<file path="src/rtl/l2_mem_arbiter_pkg.sv">
// Shared types and the wrap-around round-robin pick used by the L2 memory-port arbiter.
package l2_mem_arb_pkg;

    localparam int MAX_REQ = 32;

    typedef enum logic [1:0] {
        IDLE = 2'd0,
        BUSY = 2'd1,
        RESP = 2'd2
    } arb_state_e;

    typedef enum logic {
        OP_RD = 1'b0,
        OP_WR = 1'b1
    } arb_op_e;

    // First active index at or after ptr, wrapping at n; result is one-hot (or zero).
    function automatic logic [MAX_REQ-1:0] rr_onehot(input logic [MAX_REQ-1:0] active,
                                                     input int unsigned ptr,
                                                     input int unsigned n);
        logic [MAX_REQ-1:0] pick;
        logic               found;
        int unsigned        idx;
        pick  = '0;
        found = 1'b0;
        for (int unsigned k = 0; k < MAX_REQ; k++) begin
            idx = ptr + k;
            if (idx >= n) begin
                idx = idx - n;
            end else begin
                idx = idx;
            end
            if ((k < n) && !found && active[idx[4:0]]) begin
                pick[idx[4:0]] = 1'b1;
                found          = 1'b1;
            end else begin
                found = found;
            end
        end
        return pick;
    endfunction

endpackage

</file>
<file path="src/rtl/l2_mem_arbiter_rr_pick.sv">
// Combinational round-robin winner select: active requests, rotate pointer, lock mask -> one-hot.
module rr_pick
    import l2_mem_arb_pkg::*;
#(
    parameter int NUM_REQ = 2,
    parameter int PW      = (NUM_REQ > 1) ? $clog2(NUM_REQ) : 1
) (
    input  logic [NUM_REQ-1:0] active,
    input  logic [NUM_REQ-1:0] lock_mask,
    input  logic [PW-1:0]      ptr,
    output logic [NUM_REQ-1:0] winner
);

    logic [MAX_REQ-1:0] pad_s;
    logic [MAX_REQ-1:0] pick_s;

    // Widen the masked request vector to the package width and pick.
    always_comb begin
        pad_s                = '0;
        pad_s[NUM_REQ-1:0]   = active & lock_mask;
        pick_s               = rr_onehot(pad_s, 32'(ptr), 32'(NUM_REQ));
        winner               = pick_s[NUM_REQ-1:0];
    end

endmodule

</file>
<file path="src/rtl/l2_mem_arbiter.sv">
// Round-robin arbiter sharing one word-wide memory port among NUM_REQ L2 requesters, with burst lock.
// Optional mem_ready watchdog enabled by defining MEM_ARB_TIMEOUT_EN.
module l2_mem_arbiter
    import l2_mem_arb_pkg::*;
#(
    parameter int NUM_REQ        = 2,
    parameter int DATA_WIDTH     = 32,
    parameter int ADDR_WIDTH     = 32,
    parameter int BURST_LEN      = 4,
    parameter int TIMEOUT_CYCLES = 255
) (
    input  logic                          clk,
    input  logic                          rst_n,
    input  logic [NUM_REQ*ADDR_WIDTH-1:0] req_addr,
    input  logic [NUM_REQ*DATA_WIDTH-1:0] req_wdata,
    input  logic [NUM_REQ-1:0]            req_read,
    input  logic [NUM_REQ-1:0]            req_write,
    input  logic [NUM_REQ-1:0]            req_lock,
    output logic [DATA_WIDTH-1:0]         req_rdata,
    output logic [NUM_REQ-1:0]            req_ready,
    output logic [NUM_REQ-1:0]            grant,
    output logic                          timeout_err,
    output logic [ADDR_WIDTH-1:0]         mem_addr,
    output logic [DATA_WIDTH-1:0]         mem_data_out,
    input  logic [DATA_WIDTH-1:0]         mem_data_in,
    output logic                          mem_read,
    output logic                          mem_write,
    input  logic                          mem_ready
);

    localparam int PW = (NUM_REQ > 1) ? $clog2(NUM_REQ) : 1;
    localparam int BW = $clog2(BURST_LEN + 1);

    arb_state_e              state_r, state_n;
    arb_op_e                 op_r, op_n;
    logic [NUM_REQ-1:0]      grant_r, grant_n;
    logic [NUM_REQ-1:0]      ready_r, ready_n;
    logic [PW-1:0]           ptr_r, ptr_n;
    logic [BW-1:0]           beats_r, beats_n;
    logic                    lock_r, lock_n;
    logic                    lock_wait_r, lock_wait_n;
    logic [ADDR_WIDTH-1:0]   addr_r, addr_n;
    logic [DATA_WIDTH-1:0]   wdata_r, wdata_n;
    logic [DATA_WIDTH-1:0]   rdata_r, rdata_n;
    logic                    mem_read_r, mem_read_n;
    logic                    mem_write_r, mem_write_n;

    logic [NUM_REQ-1:0]      active_s;
    logic [NUM_REQ-1:0]      lock_mask_s;
    logic [NUM_REQ-1:0]      win_s;
    logic [ADDR_WIDTH-1:0]   win_addr_s;
    logic [DATA_WIDTH-1:0]   win_wdata_s;
    logic                    win_wr_s;
    logic [PW-1:0]           gidx_s;
    logic [PW-1:0]           next_ptr_s;
    logic                    keep_lock_s;
`ifdef MEM_ARB_TIMEOUT_EN
    localparam int TW = $clog2(TIMEOUT_CYCLES + 1);
    logic [TW-1:0]           tmo_cnt_r, tmo_cnt_n;
    logic                    tmo_r, tmo_n;
`endif

    assign active_s    = req_read | req_write;
    assign lock_mask_s = lock_r ? grant_r : {NUM_REQ{1'b1}};

    rr_pick #(.NUM_REQ(NUM_REQ), .PW(PW)) u_rr_pick (
        .active    (active_s),
        .lock_mask (lock_mask_s),
        .ptr       (ptr_r),
        .winner    (win_s)
    );

    // Winner's request fields, and the encoded index of the current owner.
    always_comb begin
        win_addr_s  = '0;
        win_wdata_s = '0;
        win_wr_s    = 1'b0;
        gidx_s      = '0;
        for (int i = 0; i < NUM_REQ; i++) begin
            win_addr_s  = win_addr_s  | (req_addr[i*ADDR_WIDTH +: ADDR_WIDTH] & {ADDR_WIDTH{win_s[i]}});
            win_wdata_s = win_wdata_s | (req_wdata[i*DATA_WIDTH +: DATA_WIDTH] & {DATA_WIDTH{win_s[i]}});
            win_wr_s    = win_wr_s | (req_write[i] & win_s[i]);
            if (grant_r[i]) begin
                gidx_s = PW'(i);
            end else begin
                gidx_s = gidx_s;
            end
        end
        next_ptr_s = (gidx_s == PW'(NUM_REQ - 1)) ? '0 : (gidx_s + PW'(1));
    end

    // Burst continues only while the owner asks for it, the beat budget remains and no abort occurred.
    always_comb begin
        keep_lock_s = (|(req_lock & grant_r)) && ((int'(beats_r) + 1) < BURST_LEN);
`ifdef MEM_ARB_TIMEOUT_EN
        keep_lock_s = keep_lock_s && !tmo_r;
`endif
    end

    // Next-state and registered-output logic of the IDLE/BUSY/RESP controller.
    always_comb begin
        state_n     = state_r;
        op_n        = op_r;
        grant_n     = grant_r;
        ready_n     = '0;
        ptr_n       = ptr_r;
        beats_n     = beats_r;
        lock_n      = lock_r;
        lock_wait_n = lock_wait_r;
        addr_n      = addr_r;
        wdata_n     = wdata_r;
        rdata_n     = rdata_r;
        mem_read_n  = mem_read_r;
        mem_write_n = mem_write_r;
`ifdef MEM_ARB_TIMEOUT_EN
        tmo_cnt_n   = tmo_cnt_r;
        tmo_n       = 1'b0;
`endif
        case (state_r)
            IDLE: begin
                if (|win_s) begin
                    grant_n     = win_s;
                    addr_n      = win_addr_s;
                    wdata_n     = win_wdata_s;
                    op_n        = win_wr_s ? OP_WR : OP_RD;
                    mem_write_n = win_wr_s;
                    mem_read_n  = !win_wr_s;
                    lock_wait_n = 1'b0;
                    state_n     = BUSY;
                end else if (lock_r) begin
                    // Owner went quiet under lock: give it one cycle, then let others in.
                    if (lock_wait_r) begin
                        lock_n      = 1'b0;
                        lock_wait_n = 1'b0;
                        grant_n     = '0;
                        beats_n     = '0;
                        ptr_n       = next_ptr_s;
                    end else begin
                        lock_wait_n = 1'b1;
                    end
                end else begin
                    lock_wait_n = 1'b0;
                end
            end
            BUSY: begin
                if (mem_ready) begin
                    rdata_n     = (op_r == OP_RD) ? mem_data_in : '0;
                    mem_read_n  = 1'b0;
                    mem_write_n = 1'b0;
                    ready_n     = grant_r;
                    state_n     = RESP;
                end else begin
`ifdef MEM_ARB_TIMEOUT_EN
                    if (tmo_cnt_r == TW'(TIMEOUT_CYCLES - 1)) begin
                        rdata_n     = '0;
                        mem_read_n  = 1'b0;
                        mem_write_n = 1'b0;
                        ready_n     = grant_r;
                        tmo_n       = 1'b1;
                        state_n     = RESP;
                    end else begin
                        tmo_cnt_n = tmo_cnt_r + TW'(1);
                    end
`else
                    state_n = BUSY;
`endif
                end
            end
            RESP: begin
                rdata_n     = '0;
                lock_wait_n = 1'b0;
                state_n     = IDLE;
`ifdef MEM_ARB_TIMEOUT_EN
                tmo_cnt_n   = '0;
`endif
                if (keep_lock_s) begin
                    lock_n  = 1'b1;
                    beats_n = beats_r + BW'(1);
                end else begin
                    lock_n  = 1'b0;
                    beats_n = '0;
                    grant_n = '0;
                    ptr_n   = next_ptr_s;
                end
            end
            default: begin
                state_n     = IDLE;
                grant_n     = '0;
                lock_n      = 1'b0;
                beats_n     = '0;
                mem_read_n  = 1'b0;
                mem_write_n = 1'b0;
            end
        endcase
    end

    // State and output registers; reset abandons any memory cycle in flight.
    always_ff @(posedge clk or negedge rst_n) begin
        if (!rst_n) begin
            state_r     <= IDLE;
            op_r        <= OP_RD;
            grant_r     <= '0;
            ready_r     <= '0;
            ptr_r       <= '0;
            beats_r     <= '0;
            lock_r      <= 1'b0;
            lock_wait_r <= 1'b0;
            addr_r      <= '0;
            wdata_r     <= '0;
            rdata_r     <= '0;
            mem_read_r  <= 1'b0;
            mem_write_r <= 1'b0;
        end else begin
            state_r     <= state_n;
            op_r        <= op_n;
            grant_r     <= grant_n;
            ready_r     <= ready_n;
            ptr_r       <= ptr_n;
            beats_r     <= beats_n;
            lock_r      <= lock_n;
            lock_wait_r <= lock_wait_n;
            addr_r      <= addr_n;
            wdata_r     <= wdata_n;
            rdata_r     <= rdata_n;
            mem_read_r  <= mem_read_n;
            mem_write_r <= mem_write_n;
        end
    end

`ifdef MEM_ARB_TIMEOUT_EN
    // Watchdog counter and abort flag.
    always_ff @(posedge clk or negedge rst_n) begin
        if (!rst_n) begin
            tmo_cnt_r <= '0;
            tmo_r     <= 1'b0;
        end else begin
            tmo_cnt_r <= tmo_cnt_n;
            tmo_r     <= tmo_n;
        end
    end
    assign timeout_err = tmo_r;
`else
    assign timeout_err = 1'b0;
`endif

    assign grant        = grant_r;
    assign req_ready    = ready_r;
    assign req_rdata    = rdata_r;
    assign mem_addr     = addr_r;
    assign mem_data_out = wdata_r;
    assign mem_read     = mem_read_r;
    assign mem_write    = mem_write_r;

endmodule
</file>
<file path="config.mk">
export PLATFORM = sky130hd
export DESIGN_NAME = l2_mem_arbiter
export DESIGN_NICKNAME = d
export VERILOG_FILES = /design/src/rtl/l2_mem_arbiter_pkg.sv /design/src/rtl/l2_mem_arbiter_rr_pick.sv /design/src/rtl/l2_mem_arbiter.sv
export SDC_FILE = /design/constraint.sdc
export NUM_CORES = 1
export LEC_CHECK = 0
export CORE_ASPECT_RATIO = 1.2
export CORE_MARGIN = 5
export CORE_UTILIZATION = 36
export CTS_CLUSTER_DIAMETER = 100
export DETAILED_ROUTE_END_ITERATION = 10
export GPL_ROUTABILITY_DRIVEN = 0
export GPL_TIMING_DRIVEN = 0
export PLACE_DENSITY_LB_ADDON = 0.08
export SETUP_SLACK_MARGIN = 0.3
export SLEW_MARGIN = 25
export SYNTH_ARGS = -nofsm -noshare
export SYNTH_HDL_FRONTEND = slang
export SYNTH_SLANG_ARGS = --single-unit
</file>
<file path="constraint.sdc">
create_clock -name clk -period 1.6 [get_ports clk]
set_clock_uncertainty 0.15 [all_clocks]
set_input_delay 0.32 -clock clk [delete_from_list [all_inputs] [get_ports clk]]
set_output_delay 0.32 -clock clk [all_outputs]
set_load 0.01 [all_outputs]
</file>
After elaboration in Yosys (flattened, before gate mapping)
Index checks and enable logic that the tools add are counted.
{"block": "classes", "muxes": 52, "n_lt_le_gt_ge": 7, "bitwise_logic": 15, "addsub": 6, "eq_ne": 10, "n_reduce_logical": 18}
{"operator": "32-bit AND", "count": 4}
{"operator": "32-bit 2-to-1 mux", "count": 2}
{"operator": "32-bit OR", "count": 2}
{"operator": "32-bit case mux with 2 select lines", "count": 1}
{"operator": "32-bit by 2-bit >= comparator with 1-bit output (second input constant)", "count": 1}
{"operator": "2-bit 2-to-1 mux", "count": 11}
{"operator": "1-bit 2-to-1 mux", "count": 20}
{"operator": "5-bit by 6-bit < comparator with 1-bit output (second input constant)", "count": 2}
{"operator": "3-bit 2-to-1 mux", "count": 4}
{"operator": "2-bit inequality test (second input constant)", "count": 6}
{"operator": "1-bit binary-select mux with 5-bit select", "count": 2}
{"operator": "1-bit demux with 5-bit select", "count": 2}
{"operator": "5-bit by 1-bit >= comparator with 1-bit output (second input constant)", "count": 2}
{"operator": "5-bit 2-to-1 mux", "count": 2}
{"operator": "1-bit case mux with 3 select lines", "count": 3}
{"operator": "3-bit case mux with 3 select lines", "count": 1}
{"operator": "4-bit AND reduction", "count": 2}
{"operator": "3-bit inequality test (second input constant)", "count": 2}
{"operator": "2-bit case mux with 3 select lines", "count": 1}
{"operator": "2-bit AND reduction", "count": 3}
{"operator": "5-bit AND reduction", "count": 1}
{"operator": "5-bit by 2-bit subtractor with 5-bit output (second input constant)", "count": 1}
{"operator": "3-bit by 1-bit adder with 4-bit output (second input constant)", "count": 1}
{"operator": "2-bit AND", "count": 2}
{"operator": "20 further kinds", "count": 30}
{"block": "totals", "out_inout_bits": 103, "register_bits": 111, "inputBits": 169, "word_cells": 121}

Depth between registers and ports, before layout
Gate-level depths: netlist (run 1).
{"block": "logic_depth", "word_depth": 14, "ltp_mapped": 7, "mapped_depth_nobuf": 6}

Hierarchy
From an unflattened synthesis (run 1), not the netlist that was laid out.
{"block": "unflattened", "hier_cells": 439, "area_unflattened_um2": 4815.9}
{"module": "l2_mem_arbiter", "seq_area_each_um2": 2777.7, "cells_per_inst": 436, "area_each_um2": 4795.8, "instances": 1}
{"module": "rr_pick", "seq_area_each_um2": 0.0, "cells_per_inst": 3, "area_each_um2": 20.0, "instances": 1}

Least setup slack after synthesis (run 1)
OpenSTA, ideal clock, no wires.
{"block": "synth_timing", "path_type": "flip-flop to flip-flop", "from": "register grant_r[1] (netlist: grant[1])", "to": "register addr_r[29] (netlist: mem_addr[29])", "path_buffers": 2, "setup_slack_ns": -0.066, "arrival_ns": 1.439, "synth_period_minus_slack_ns": 1.666, "required_ns": 1.373, "stages_incl_launch_ff": 7, "setup_time_ns": 0.077, "cell_sequence": "dfrtp_1 > nand2b_1 > a311oi_2 > buf_6 > buf_6 > a22oi_2 > o21ai_1"}
{"block": "synth_via", "elab_chain_cells": 10, "word_cells_on_any_way": 17, "classes_between": "8 x mux; 5 x bitwise; 4 x reduce/logical"}
{"item": "start, declared", "line": "l2_mem_arbiter.sv:36", "source": "logic [NUM_REQ-1:0] grant_r, grant_n;"}
{"item": "start signal, assigned", "line": "l2_mem_arbiter.sv:216", "source": "grant_r <= grant_n;"}
{"item": "2-bit 2-to-1 mux *", "line": "l2_mem_arbiter.sv:64", "source": "assign lock_mask_s = lock_r ? grant_r : {NUM_REQ{1'b1}};"}
{"item": "2-bit AND *", "line": "l2_mem_arbiter_rr_pick.sv:20", "source": "pad_s[NUM_REQ-1:0] = active & lock_mask;"}
{"item": "1-bit binary-select mux with 5-bit select", "line": "l2_mem_arbiter_pkg.sv:33", "source": "if ((k < n) && !found && active[idx[4:0]]) begin"}
{"item": "1-bit 2-to-1 mux (not written as such)", "line": "l2_mem_arbiter_pkg.sv:33"}
{"item": "1-bit 2-to-1 mux", "line": "l2_mem_arbiter_pkg.sv:33"}
{"item": "1-bit logical NOT", "line": "l2_mem_arbiter_pkg.sv:33"}
{"item": "1-bit logical AND", "line": "l2_mem_arbiter_pkg.sv:33"}
{"item": "2-bit 2-to-1 mux *", "line": "l2_mem_arbiter_pkg.sv:33"}
{"item": "32-bit AND / 2-bit OR reduction (equally long branches)", "line": "l2_mem_arbiter.sv:80, l2_mem_arbiter.sv:121"}
{"item": "32-bit OR / 2-bit AND reduction (equally long branches)"}
{"item": "end signal, assigned", "line": "l2_mem_arbiter.sv:222", "source": "addr_r <= addr_n;"}
{"item": "end, declared", "line": "l2_mem_arbiter.sv:42", "source": "logic [ADDR_WIDTH-1:0] addr_r, addr_n;"}
Mark *: on every way between the ends. The rest lies on a longest branch, timed or not. The select of a mux whose other input is x is not followed.
A chain may end at the register's enable or synchronous reset.

Worst setup path in the final report (run 1)
{"block": "layout_timing", "from": "register lock_r", "to": "register wdata_r[30] (netlist: mem_data_out[30])"}
{"block": "layout_via", "elab_chain_cells": 10, "word_cells_on_any_way": 17, "classes_between": "8 x mux; 5 x bitwise; 4 x reduce/logical"}
{"item": "start, declared", "line": "l2_mem_arbiter.sv:40", "source": "logic lock_r, lock_n;"}
{"item": "start signal, assigned", "line": "l2_mem_arbiter.sv:220", "source": "lock_r <= lock_n;"}
{"item": "2-bit 2-to-1 mux *", "line": "l2_mem_arbiter.sv:64"}
{"item": "2-bit AND *", "line": "l2_mem_arbiter_rr_pick.sv:20"}
{"item": "1-bit binary-select mux with 5-bit select", "line": "l2_mem_arbiter_pkg.sv:33"}
{"item": "1-bit 2-to-1 mux (not written as such)", "line": "l2_mem_arbiter_pkg.sv:33"}
{"item": "1-bit 2-to-1 mux", "line": "l2_mem_arbiter_pkg.sv:33"}
{"item": "1-bit logical NOT", "line": "l2_mem_arbiter_pkg.sv:33"}
{"item": "1-bit logical AND", "line": "l2_mem_arbiter_pkg.sv:33"}
{"item": "2-bit 2-to-1 mux *", "line": "l2_mem_arbiter_pkg.sv:33"}
{"item": "32-bit AND / 2-bit OR reduction (equally long branches)", "line": "l2_mem_arbiter.sv:81, l2_mem_arbiter.sv:121"}
{"item": "32-bit OR / 2-bit AND reduction (equally long branches)"}
{"item": "end signal, assigned", "line": "l2_mem_arbiter.sv:223", "source": "wdata_r <= wdata_n;"}
{"item": "end, declared", "line": "l2_mem_arbiter.sv:43", "source": "logic [DATA_WIDTH-1:0] wdata_r, wdata_n;"}
Marked as above.

==> impl_metrics.ini, run 1 <==
[route]
vias_per_cell = 5.00
wl_per_cell_um = 18.8
num_vias = 5030
ant_nets = 0
dr.pass1.iters = 4
routed_wl_um = 18900
drc = 0
drt_iter0_markers = 199

[sta]
hold_violations = 51
relSlewSlack_pct = 66.3
drv_slew = 0
worst_pin_slew_ps = 506
setup_viol = 78
rsz0062_at_grt = true
worst_slack_ps = -201
period_minus_slack_ps = 1800
whs_ps = -231
fin_crit_sh_pct = 113
fmax_mhz = 555

[critical_path]
cp_max_fo = 10
r2r_cells = 7
cp.arrival_ps = 1870
crit_type = reg -> reg
worst_setup_path_start_kind = register
required_ps = 1670
crit_path_end_kind = register

[clock_network]
cts_tree = done
path_clk_slew_ps = 70
cts_root_buf = clkbuf_16
cts_sinks = 111
clk_latency_ps = 340
cts_buffers = 9
h-tree-depth = 3
clk_path_buf_depth = 2

[logic_synthesis]
synth_cell_type_count = 37
yosys-top-cells-area = dfrtp_1 (55%), a22oi_2 (12%), o21ai_1 (5.7%)
synth-compound-area-share_pct = 30.3
async_reset_ff_share_pct = 100
synthMuxAreaShare_pct = 0.421
synth_warnings = 0
synth_simple_gate_area_share_pct = 8.38
synthAdderAreaFrac_pct = 0.248
synth-seq-area-share_pct = 55.0
synth_cells = 437
synth_top_area_share_pct = 55.0
synth_top_area_cell = dfrtp_1
syn_area_mm2 = 0.00505
synth_xor_area_share_pct = 0
synthFlopType = dfrtp_1
avgSynthCellArea_um2 = 11.6
syn_nets = 607
ys_ff_latch = 111
synth_most_common_cell = dfrtp_1
synth_top_family_by_area = compound AO/OA/AOI/OAI gates
synth_common_cells = dfrtp_1 (111), nand2_1 (72), o21ai_1 (58), a22oi_2 (49), a22o_1 (33)
synth-edff-count = 0

[place]
dpl.cell_count = 879
hpwl_um = 13300
numPortBuffers = 270
placed_area_mm2 = 0.00813

[grt]
overflow = 0
grt_pass1_vias = 5451
antenna_found_initial = 1
grt_max_degree = 61
grt_pass1_wl_um = 29500
grt_use_total_pct = 22.3

[floorplanning]
row_count = 47
die_y_um = 140
die_area_mm2 = 0.0165
io_pins = 272
die_w_um = 118
start_util_pct = 36.7
coreArea_mm2 = 0.0138

[run_status]
violations = hold timing, setup timing
status = finished, violations left

[final_layout]
multiInputGateArea_mm2 = 0.00226
fin_nets = 998
seq_area_mm2 = 0.00278
fin_util_pct = 71.3
final_area_mm2 = 0.00982
stdcell_count = 1005
synthToLayoutAreaGrowth_pct = 94.4
drive_above_1_share_pct = 44.5
n_fill_cell = 1025

[power_and_ir_drop]
leakage_uw = 0.00448
power_density_mw_per_mm2 = 1890
vdd_drop_max_mv = 1.17

[run]
maxCapViolCount = 0

[min_path]
hold_path.class = in -> async
## cell type report
type,count,share of cell area (%)
timing repair buffer,379,37.7
sequential,111,28.3
multi-input combinational,286,23.1
buffer,37,4.84
clock buffer,10,2.43
tap,171,2.18
clock inverter,6,1.19
inverter,4,0.229
antenna,1,0.0255
## worst paths after layout
check,startpoint,end,slack [ps]
max,lock_r$_DFFE_PN0P_,mem_data_out[30]$_DFFE_PN0P_,-200
max in group asynchronous,rst_n,mem_addr[24]$_DFFE_PN0P_,850
min,rst_n,beats_r[2]$_DFFE_PN0P_,-230
min in group clk,mem_ready,state_r[0]$_DFFE_PN0P_,330
min reg2reg,mem_data_out[16]$_DFFE_PN0P_,mem_data_out[16]$_DFFE_PN0P_,340
max reg2reg,lock_r$_DFFE_PN0P_,mem_data_out[30]$_DFFE_PN0P_,-200
## worst max-delay path, stage by stage (launching register included)
cell and delay (ps):
dfrtp_2 430, nor2b_4 150, o311a_4 340, buf_12 160
buf_6 120, buf_12 130, a22oi_2 120, o21ai_1 80
## logic make-up (layout without fill, tap and decap cells)
group,after synthesis,in the layout
and+or+nand+nor,97,97
AOI/OAI and AO/OA,184,185
other,1,2
DFF,111,111
muxes,2,2
buffers and inverters,41,436
adders and majority gates,1,1
## metal layers
layer / track usage, % / up-vias / part of all wire, %
met4: 8.45 / 0 / 2.9
met1: 25.1 / 2422 / 36
met5: 0 / - / 0
met2: 39.6 / 196 / 53
li1: - / 2376 / -
met3: 6.70 / 36 / 7.6
## power by group
group	internal, µW	switching [µW]
Combinational	6240	4750
Clock	1590	1050
Sequential	4060	835
## layout by cell type, fill, tap and decap left out, drive strengths merged, types with 2 or more instances in the layout
cell type | synthesis | final
clkinv | 0 | 2
a22o | 33 | 33
nor2 | 7 | 7
buf | 29 | 242
o21ai | 72 | 72
bufinv | 0 | 3
a21boi | 2 | 2
inv | 4 | 5
nand2 | 73 | 73
clkbuf | 8 | 17
dlygate4sd2 | 0 | 5
and2 | 4 | 4
nor2b | 3 | 3
clkdlybuf4s50 | 0 | 162
dfrtp | 111 | 111
a21oi | 4 | 5
nand2b | 4 | 4
a22oi | 68 | 68
nand3 | 3 | 3
## sequential cells by signal, summed over array words and instances (netlist names)
| signal | cells |
|---|---|
| state_r | 2 |
| mem_read | 1 |
| lock_r | 1 |
| op_r | 1 |
| lock_wait_r | 1 |
| req_rdata | 32 |
| beats_r | 3 |
| ptr_r | 1 |
| mem_data_out | 32 |
| mem_addr | 32 |
| req_ready | 2 |
| grant | 2 |
| mem_write | 1 |
## timing repair
item | CTS | global route
setup endpoints to repair | 210 | 210
cloned | 11 | 1
buffers inserted | 64 | 33
endpoints found under the hold margin | 51 | 51
gates resized for setup | 568 | 40
pin swaps | 30 | 37
## metrics by stage
stage | hold slack, ps | setup TNS (ps) | setup slack [ps] | total power [µW]
final | -231 | -9670 | -201 | 18500
after global routing | -198 | -15790 | -282 | 19700
after CTS | -220 | -11440 | -212 | 17700
after detailed placement | 162 | -58690 | -707 | 13000
after global placement | 314 | -517680 | -4180 | 12800
after floorplan | -126 | -1730 | -34.0 | 9000
Power figures use the tool's default switching activity.
==> run 2, diff against run 1 <==
- CORE_UTILIZATION: 36 -> 37
- CTS_BUF_LIST: unset -> sky130_fd_sc_hd__clkbuf_2
==> run 2 against run 1 <==
  * The flow finishes with violations (setup timing)
  * Global-route usage decreased by 0.37 points
  * Via count decreased by 2.8%
  * Design area decreased by 6.2%
  * Clock power decreased by 56%
  * Clock-buffer cell count decreased by 1
  * Flip-flop and latch count unchanged
  * Maximum frequency decreased by 7.2%
  * Largest power group unchanged
==> impl_metrics.ini, run 2 (synthesis gave the netlist of run 1 again) <==
[sta]
worst_slack_ps = -340
period_minus_slack_ps = 1940
fmax_mhz = 515
drv_slew = 0
whs_ps = 28.7
setup_viol = 171
hold_violations = 0
rsz0062_at_grt = true
fin_crit_sh_pct = 121

[final_layout]
fin_util_pct = 69.3
synthToLayoutAreaGrowth_pct = 82.4
fin_nets = 969
stdcell_count = 973
layout_common_cells = clkdlybuf4s50_1 (167), dfrtp_1 (108), buf_6 (86), nand2_1 (69), buf_4 (64)
layout_commonest_cell = clkdlybuf4s50_1
n_fill_cell = 1048
drive_above_1_share_pct = 41.7

[floorplanning]
die_area_mm2 = 0.0161
start_util_pct = 38.0
row_count = 46
coreArea_mm2 = 0.0133
io_pins = 272
die_w_um = 117
die_y_um = 138

[route]
vias_per_cell = 5.02
drc = 0
dr.pass1.iters = 6
ant_nets = 0
routed_wl_um = 18400
drt_iter0_markers = 171
wl_per_cell_um = 18.9
num_vias = 4887

[power_and_ir_drop]
switching_share_pct = 39.1
pwr-share-comb_pct = 63.1
p_total_uw = 16300
power_density_mw_per_mm2 = 1770
p_clk_share_pct = 7.1
p_seq_share_pct = 29.8
vdd_drop_max_mv = 0.889
p_switching_uw = 6380
intPower_uw = 9950
leakage_uw = 0.00418

[critical_path]
required_ps = 1960
worst_setup_path_start_kind = register
cp.arrival_ps = 2300
crit_type = reg -> reg
cp_max_fo = 10
crit_path_end_kind = register

[place]
hpwl_um = 13300
numPortBuffers = 270
dpl.cell_count = 876

[grt]
antenna_found_initial = 0
overflow = 0
grt_use_total_pct = 22.0
grt_pass1_vias = 5235
grt_pass1_wl_um = 27300
grt_max_degree = 69

[run]
maxCapViolCount = 0

[clock_network]
cts_tree = done
cts_sinks = 111
clk_path_buf_depth = 2
cts_root_buf = clkbuf_2
path_clk_slew_ps = 310
cts_buffers = 9
h-tree-depth = 3
clk_latency_ps = 580

[run_status]
violations = setup timing
status = finished, violations left

[min_path]
hold_path.class = in -> async
==> run 2: final timing paths <==
| check | from | endpoint | slack (ps) | cells past startpoint |
|---|---|---|---|---|
| hold / removal | rst_n | mem_data_out[5]$_DFFE_PN0P_ | 30 | 2 |
| max in group asynchronous | rst_n | beats_r[0]$_DFFE_PN0P_ | 370 | 3 |
| min in group clk | mem_data_in[21] | req_rdata[21]$_DFFE_PN0P_ | 160 | 2 |
| hold reg to reg | mem_data_out[15]$_DFFE_PN0P_ | mem_data_out[15]$_DFFE_PN0P_ | 380 | 2 |
| setup reg to reg | grant[1]$_DFFE_PN0P_ | mem_addr[9]$_DFFE_PN0P_ | -340 | 7 |
| setup / recovery | grant[1]$_DFFE_PN0P_ | mem_addr[9]$_DFFE_PN0P_ | -340 | 7 |
==> run 2: critical path, cell delays in order, from the launching register on <==
cell      delay [ps]
dfrtp_2          500
buf_6            120
nand2b_4         150
a311oi_4         320
buf_8            230
buf_8            170
a22oi_2           80
o21ai_1          130
==> run 2: power by group through the flow <==
stage | logic (µW) | registers, µW | clock network (µW)
global route | 11100 | 4990 | 1340
CTS | 9310 | 4790 | 1220
global placement | 8070 | 4760 | 0
finish | 10300 | 4860 | 1160
floorplan | 3700 | 5300 | 0
detailed placement | 8200 | 4820 | 0
==> run 2: final cells by class <==
type                       count  area [µm²]  area share [%]
sequential                   111        2780            30.2
clock inverter                 7        56.3           0.611
tap                          168         210            2.28
multi-input combinational    285        2240            24.3
buffer                        37         429            4.66
inverter                       4        20.0           0.217
clock buffer                   9        45.0           0.489
antenna                        1        2.50          0.0272
timing repair buffer         351        3420            37.2
==> run 2: repair_timing <==
item | in CTS | in global routing
hold buffers | 2 | 1
gates resized for setup | 534 | 37
setup endpoints to repair | 210 | 215
pin swaps | 28 | 11
gates cloned | 5 | 3
endpoints found under the hold margin | 111 | 3
buffers inserted | 40 | 29
==> run 2: metrics by stage <==
stage	area, µm²	setup WS [ps]	setup TNS [ps]
after floorplan	5190	-34.0	-1730
after global placement	8100	-4170	-517330
after detailed placement	8130	-717	-58020
after CTS	8730	-318	-27390
after global routing	9210	-392	-38030
final	9210	-340	-23600
==> run 2: layer usage <==
layer / vias to the layer above / GRT usage, % / part of all wire, %
met2: 190 / 39.9 / 53
met1: 2357 / 24.8 / 37
met5: - / 0 / 0
met4: 0 / 7.01 / 2.0
li1: 2314 / - / -
met3: 26 / 6.11 / 7.9
